[src/rtl/sw_wavefront_ctrl.sv]
// Smith-Waterman wavefront scheduler: stripes the query over NUM_PE lanes and tracks the best H cell.
// Optional build macro SW_PERF_CNT_EN adds cycle_cnt / cell_cnt performance counters.
module sw_wavefront_ctrl #(
  parameter int NUM_PE          = 4,
  parameter int R_LEN           = 64,
  parameter int Q_LEN           = 48,
  parameter int WIDTH_SCORE     = 8,
  parameter int WIDTH_POS_REF   = 7,
  parameter int WIDTH_POS_QUERY = 6
) (
  input  logic                               clk,
  input  logic                               reset,
  input  logic                               start,
  output logic                               busy,
  output logic [NUM_PE-1:0]                  pe_en,
  output logic [NUM_PE*WIDTH_POS_REF-1:0]    pe_col,
  output logic [NUM_PE-1:0]                  pe_first_col,
  output logic [WIDTH_POS_QUERY-1:0]         stripe_base,
  output logic                               first_stripe,
  output logic                               bnd_rd_en,
  output logic [WIDTH_POS_REF-1:0]           bnd_rd_addr,
  output logic                               bnd_wr_en,
  output logic [WIDTH_POS_REF-1:0]           bnd_wr_addr,
  input  logic [NUM_PE*WIDTH_SCORE-1:0]      pe_h,
  output logic                               finish,
  output logic [WIDTH_SCORE-1:0]             max,
  output logic [WIDTH_POS_REF-1:0]           pos_ref,
  output logic [WIDTH_POS_QUERY-1:0]         pos_query
`ifdef SW_PERF_CNT_EN
  ,
  output logic [15:0]                        cycle_cnt,
  output logic [15:0]                        cell_cnt
`endif
);

  localparam int WR      = WIDTH_POS_REF;
  localparam int WQ      = WIDTH_POS_QUERY;
  localparam int WS      = WIDTH_SCORE;
  localparam int STRIPES = Q_LEN / NUM_PE;
  localparam int T_LAST  = R_LEN + NUM_PE - 2;
  localparam int TW      = $clog2(T_LAST + 2);
  localparam int SW      = $clog2(STRIPES + 1);

  // state | meaning
  // IDLE  | waiting for start; result registers hold
  // RUN   | sweeping wavefronts stripe by stripe
  // FLUSH | last lane results arrive from the PEs
  // DONE  | finish pulse, then back to IDLE
  typedef enum logic [1:0] {IDLE, RUN, FLUSH, DONE} state_t;

  state_t             state, state_nxt;
  logic [TW-1:0]      t_cnt, t_nxt;
  logic [SW-1:0]      s_cnt, s_nxt;
  logic               last_cycle;
  logic [NUM_PE-1:0]  en_nxt, first_nxt;
  logic [NUM_PE*WR-1:0] col_nxt;
  logic [NUM_PE-1:0]  h_valid;
  logic [NUM_PE*WR-1:0] col_d;
  logic [WQ-1:0]      base_d;
  logic               cand_found;
  logic [WS-1:0]      cand_h;
  logic [WR-1:0]      cand_ref;
  logic [WQ-1:0]      cand_query;

  assign last_cycle = (t_cnt == TW'(T_LAST)) && (s_cnt == SW'(STRIPES - 1));
  assign busy       = (state != IDLE);
  assign finish     = (state == DONE);
  assign bnd_wr_en  = h_valid[NUM_PE-1];
  assign bnd_wr_addr = col_d[(NUM_PE-1)*WR +: WR];

  always_ff @(posedge clk or posedge reset) begin
    if (reset) state <= IDLE;
    else       state <= state_nxt;
  end

  always_comb begin
    state_nxt = state;
    t_nxt     = '0;
    s_nxt     = '0;
    case (state)
      IDLE:  if (start) state_nxt = RUN;
      RUN: begin
        if (last_cycle) begin
          state_nxt = FLUSH;
        end else if (t_cnt == TW'(T_LAST)) begin
          s_nxt = s_cnt + SW'(1);
        end else begin
          t_nxt = t_cnt + TW'(1);
          s_nxt = s_cnt;
        end
      end
      FLUSH: state_nxt = DONE;
      DONE:  state_nxt = IDLE;
      default: state_nxt = IDLE;
    endcase
  end

  // Lane outputs are computed from the next wavefront index so they are registered in step with it.
  always_comb begin
    en_nxt    = '0;
    first_nxt = '0;
    col_nxt   = '0;
    for (int k = 0; k < NUM_PE; k++) begin
      if (state_nxt == RUN && int'(t_nxt) >= k && int'(t_nxt) < k + R_LEN) begin
        en_nxt[k]             = 1'b1;
        col_nxt[k*WR +: WR]   = WR'(int'(t_nxt) - k);
        first_nxt[k]          = (int'(t_nxt) == k);
      end
    end
  end

  // Lowest lane wins ties because later lanes must be strictly greater to replace it.
  always_comb begin
    cand_found = 1'b0;
    cand_h     = '0;
    cand_ref   = '0;
    cand_query = '0;
    for (int k = 0; k < NUM_PE; k++) begin
      if (h_valid[k] && (!cand_found || pe_h[k*WS +: WS] > cand_h)) begin
        cand_found = 1'b1;
        cand_h     = pe_h[k*WS +: WS];
        cand_ref   = col_d[k*WR +: WR] + WR'(1);
        cand_query = base_d + WQ'(k + 1);
      end
    end
  end

  always_ff @(posedge clk or posedge reset) begin
    if (reset) begin
      t_cnt        <= '0;
      s_cnt        <= '0;
      pe_en        <= '0;
      pe_col       <= '0;
      pe_first_col <= '0;
      stripe_base  <= '0;
      first_stripe <= 1'b0;
      bnd_rd_en    <= 1'b0;
      bnd_rd_addr  <= '0;
      h_valid      <= '0;
      col_d        <= '0;
      base_d       <= '0;
      max          <= '0;
      pos_ref      <= '0;
      pos_query    <= '0;
    end else begin
      t_cnt        <= t_nxt;
      s_cnt        <= s_nxt;
      pe_en        <= en_nxt;
      pe_col       <= col_nxt;
      pe_first_col <= first_nxt;
      stripe_base  <= (state_nxt == RUN) ? WQ'(int'(s_nxt) * NUM_PE) : '0;
      first_stripe <= (state_nxt == RUN) && (s_nxt == '0);
      bnd_rd_en    <= en_nxt[0] && (s_nxt != '0);
      bnd_rd_addr  <= col_nxt[WR-1:0];
      h_valid      <= pe_en;
      col_d        <= pe_col;
      base_d       <= stripe_base;
      if (state == IDLE && start) begin
        max       <= '0;
        pos_ref   <= '0;
        pos_query <= '0;
      end else if ((state == RUN || state == FLUSH) && cand_found && cand_h > max) begin
        max       <= cand_h;
        pos_ref   <= cand_ref;
        pos_query <= cand_query;
      end
    end
  end

`ifdef SW_PERF_CNT_EN
  always_ff @(posedge clk or posedge reset) begin
    if (reset) begin
      cycle_cnt <= '0;
      cell_cnt  <= '0;
    end else if (state == IDLE && start) begin
      cycle_cnt <= '0;
      cell_cnt  <= '0;
    end else if (busy) begin
      if (cycle_cnt != 16'hFFFF) cycle_cnt <= cycle_cnt + 16'd1;
      cell_cnt <= cell_cnt + 16'($countones(pe_en));
    end
  end
`else
  // Performance counters are not built in this configuration.
`endif

endmodule

[config.mk]
export PLATFORM = sky130hd
export DESIGN_NAME = sw_wavefront_ctrl
export DESIGN_NICKNAME = d
export VERILOG_FILES = /design/src/rtl/sw_wavefront_ctrl.sv
export SDC_FILE = /design/constraint.sdc
export NUM_CORES = 1
export LEC_CHECK = 0
export BUFFER_PORTS_ARGS = -buffer_cell sky130_fd_sc_hd__buf_2
export CORE_UTILIZATION = 51
export CTS_CLUSTER_DIAMETER = 100
export DETAILED_ROUTE_END_ITERATION = 8
export MAX_ROUTING_LAYER = met4
export PLACE_DENSITY = 0.77
export RECOVER_POWER = 100
export SYNTH_ARGS = -nofsm -noshare
export SYNTH_HDL_FRONTEND = slang
export SYNTH_SLANG_ARGS = --single-unit
[constraint.sdc]
create_clock -name clk -period 7.3 [get_ports clk]
set_input_delay 1.46 -clock clk [delete_from_list [all_inputs] [get_ports clk]]
set_output_delay 1.46 -clock clk [all_outputs]
set_load 0.05 [all_outputs]
==> results.ini <==
[sta]
fin_setup_tns_ns=0
relSlewSlack_pct=-171
max_freq_ghz=0.142
hold_violations=0
maxSlewViolCount=82
finalClockSkew_ns=0.00996
setup_viol=0
min_period_ns=7.07
finalCritPeriodShare_pct=96.8
tightest_slew_ns=4.06

[routing]
avgViaCountPerCell=5.77
dr.first_iter.drc_count=474
ant_nets=0
drc=0
wire_per_inst_um=17.6
vias=5685
wirelength_um=17300
dr.pass1.iters=5

[clocking]
htreeDepth=3
insertion_delay_ns=0.36
clock_path_buffers=2
cts_tree=done
cts.sink_count=112
hold_buffers=0
clkTransAtPathRegs_ns=0.07
root_buffer=clkbuf_16
numCtsBuffers=9

[floorplanning]
die_h_um=114
die_w_um=114
ioPinCount=117
core_mm2=0.0122
design.die.area_mm2=0.0131
num_rows=40
initial_core_util_pct=53.0

[min_path]
worst_hold_path.endpoint=h_valid[1]$_DFF_PP0_
worstHoldStart=pe_en[1]$_DFF_PP0_
holdPathStages=0
min_path_type=reg2reg

[synth]
syn_area_per_cell_um2=9.91
seq_area_frac_synth_pct=43.5
synthDistinctLibCells=70
synthArstFlopShare_pct=100
ys_seq_elements=112
synth-edff-count=0
syn_inst=650
ys.flop_type=dfrtp_1
yosysWarnings=0
synth_area_mm2=0.00644

[global_route]
track_usage_pct=28.1
grt_max_degree=82
grt_first_pass_wirelength_um=27400
overflow=0
antenna_found_initial=0
grt_pass1_vias=5660

[worst_setup_path]
r2r_slack_ns=0.57
arrival_ns=7.37
worstSetupPathType=in2reg
startpoint_type=input port
rr_worst_depth=30
cp_top_family=compound AO/OA/AOI/OAI gates
r2r-end=max[0]$_DFFE_PP0P_
slowest_stage=o41a_1
cp-end-kind=register
path_max_fanout=9
worst-path-buf-inv=5
required_ns=7.61
critPathMaxStageDelay_ns=0.46
reg2reg_from=h_valid[0]$_DFF_PP0_
crit_cells=32

[placement]
globalplace.congestion=1.05
place.port_buffers=114
dp_hpwl_um=13200

[run_status]
status=finished, violations left
violations=max-capacitance violations, max-slew violations

[run]
cap_violations=1

[finish]
area_growth_pct=23.1
drive_gt1_share_pct=20.9
final_util_pct=65.2
layout.nets=901
diodes=0

[pwr]
p_leak_uw=0.00361
power.density_mw_per_mm2=287
ir_drop_uv=171

registers in the layout, indices dropped and copies added (netlist names), 6 cells and up:
signal,cells
t_cnt,7
max,8
col_d,28
pos_ref,7
pos_query,6
pe_col,22
bnd_rd_addr,6
cell usage in the layout, fill, tap and decap left out, types with 6 or more instances in the layout:
master     netlist  layout
buf_2           13      35
ha_1            53      50
inv_1           41      40
a211oi_1         9       7
dfrtp_1        112     112
nor2b_1          7       6
xnor2_1         25      25
a311oi_1         8       8
o21ai_1          4       6
a21oi_1         25      22
clkbuf_1         8      83
buf_4           18      69
xor2_1          10      10
nand4_1         10      10
nand2_1         46      43
nand3_1         28      29
buf_6            4       7
o31ai_1         15      10
a32oi_1         14      14
nand2b_1         6       6
clkbuf_16        0       9
o21ai_0         32      28
nor2_1          57      57
o211ai_1        12      12
worst reg2reg max path, delay by kind of cell, from the launching register on:
family                     cells  cell delay (ns)
adders and majority gates      4             1.09
and+or+nand+nor                7             0.97
buffers and inverters          4             0.71
AOI/OAI and AO/OA             15             3.19
DFF                            1             0.73
metrics by stage:
stage          setup WS (ns)  power (µW)  hold WS [ns]  std cells  cell area, µm²
3_3_place_gp         -0.0977        1630         0.358        956            7580
4_1_cts               0.0924        2160         0.376        972            7890
6_report               0.234        2280         0.376        986            7930
3_5_place_dp          -0.247        1660         0.360        956            7580
5_1_grt               -0.107        2390         0.385        986            7930
2_1_floorplan        0.00406        1390         0.520        652            6600
timing repair:
action,in CTS,in global routing
resized for setup,0,28
setup buffers,0,10
setup endpoints to repair,0,21
kinds of logic after synthesis:
group	count (synthesis)	share of synthesized area, %
AO/OA/AOI/OAI	165	19.1
XOR/XNOR	35	4.76
adder cells (fa/ha/maj)	53	10.3
buffers and inverters	86	6.78
flip-flops	112	43.5
multiplexers	6	0.952
other	1	0.0582
AND/OR/NAND/NOR	192	14.6
layout make-up:
class	instances	area [µm²]
Tap cell	168	210
Timing Repair Buffer	194	1100
Inverter	42	159
Clock inverter	6	73.8
Fill cell	1050	4230
Multi-Input combinational cell	454	3360
Sequential cell	112	2800
Clock buffer	10	229
cells in the mapped netlist, drive strengths merged (9+ instances only):
cell / count / share of area [%]
xor2: 10 / 1.4
o211ai: 12 / 1.4
o21ai: 37 / 3.1
nor2: 57 / 3.3
nand3: 30 / 2.5
nand2: 47 / 2.8
a32oi: 14 / 1.9
ha: 53 / 10
a211oi: 9 / 1.0
a21oi: 26 / 2.1
o31ai: 16 / 1.9
buf: 36 / 3.9
and2: 9 / 0.87
xnor2: 25 / 3.4
inv: 41 / 2.4
nand4: 10 / 0.97
dfrtp: 112 / 44
routing by layer:
layer / global-route usage (%) / part of all wire (%)
met1: 33.1 / 41
met2: 47.7 / 50
met3: 5.45 / 5.8
met4: 10.7 / 2.7
met5: - / 0
worst max-delay path by stage:
stage | start | end
floorplan | pe_h[7] | max[0]$_DFFE_PP0P_
global placement | pe_h[6] | pos_query[4]$_DFFE_PP0P_
detailed placement | pe_h[6] | pos_ref[0]$_DFFE_PP0P_
CTS | pe_h[6] | max[0]$_DFFE_PP0P_
global route | pe_h[6] | max[0]$_DFFE_PP0P_
finish | pe_h[6] | max[0]$_DFFE_PP0P_
power breakdown:
group	switching [µW]	internal, µW	total, µW
clock	235	271	506
sequential	46.4	676	722
combinational	636	411	1050
No activity file was read; power rests on OpenSTA's default activity.
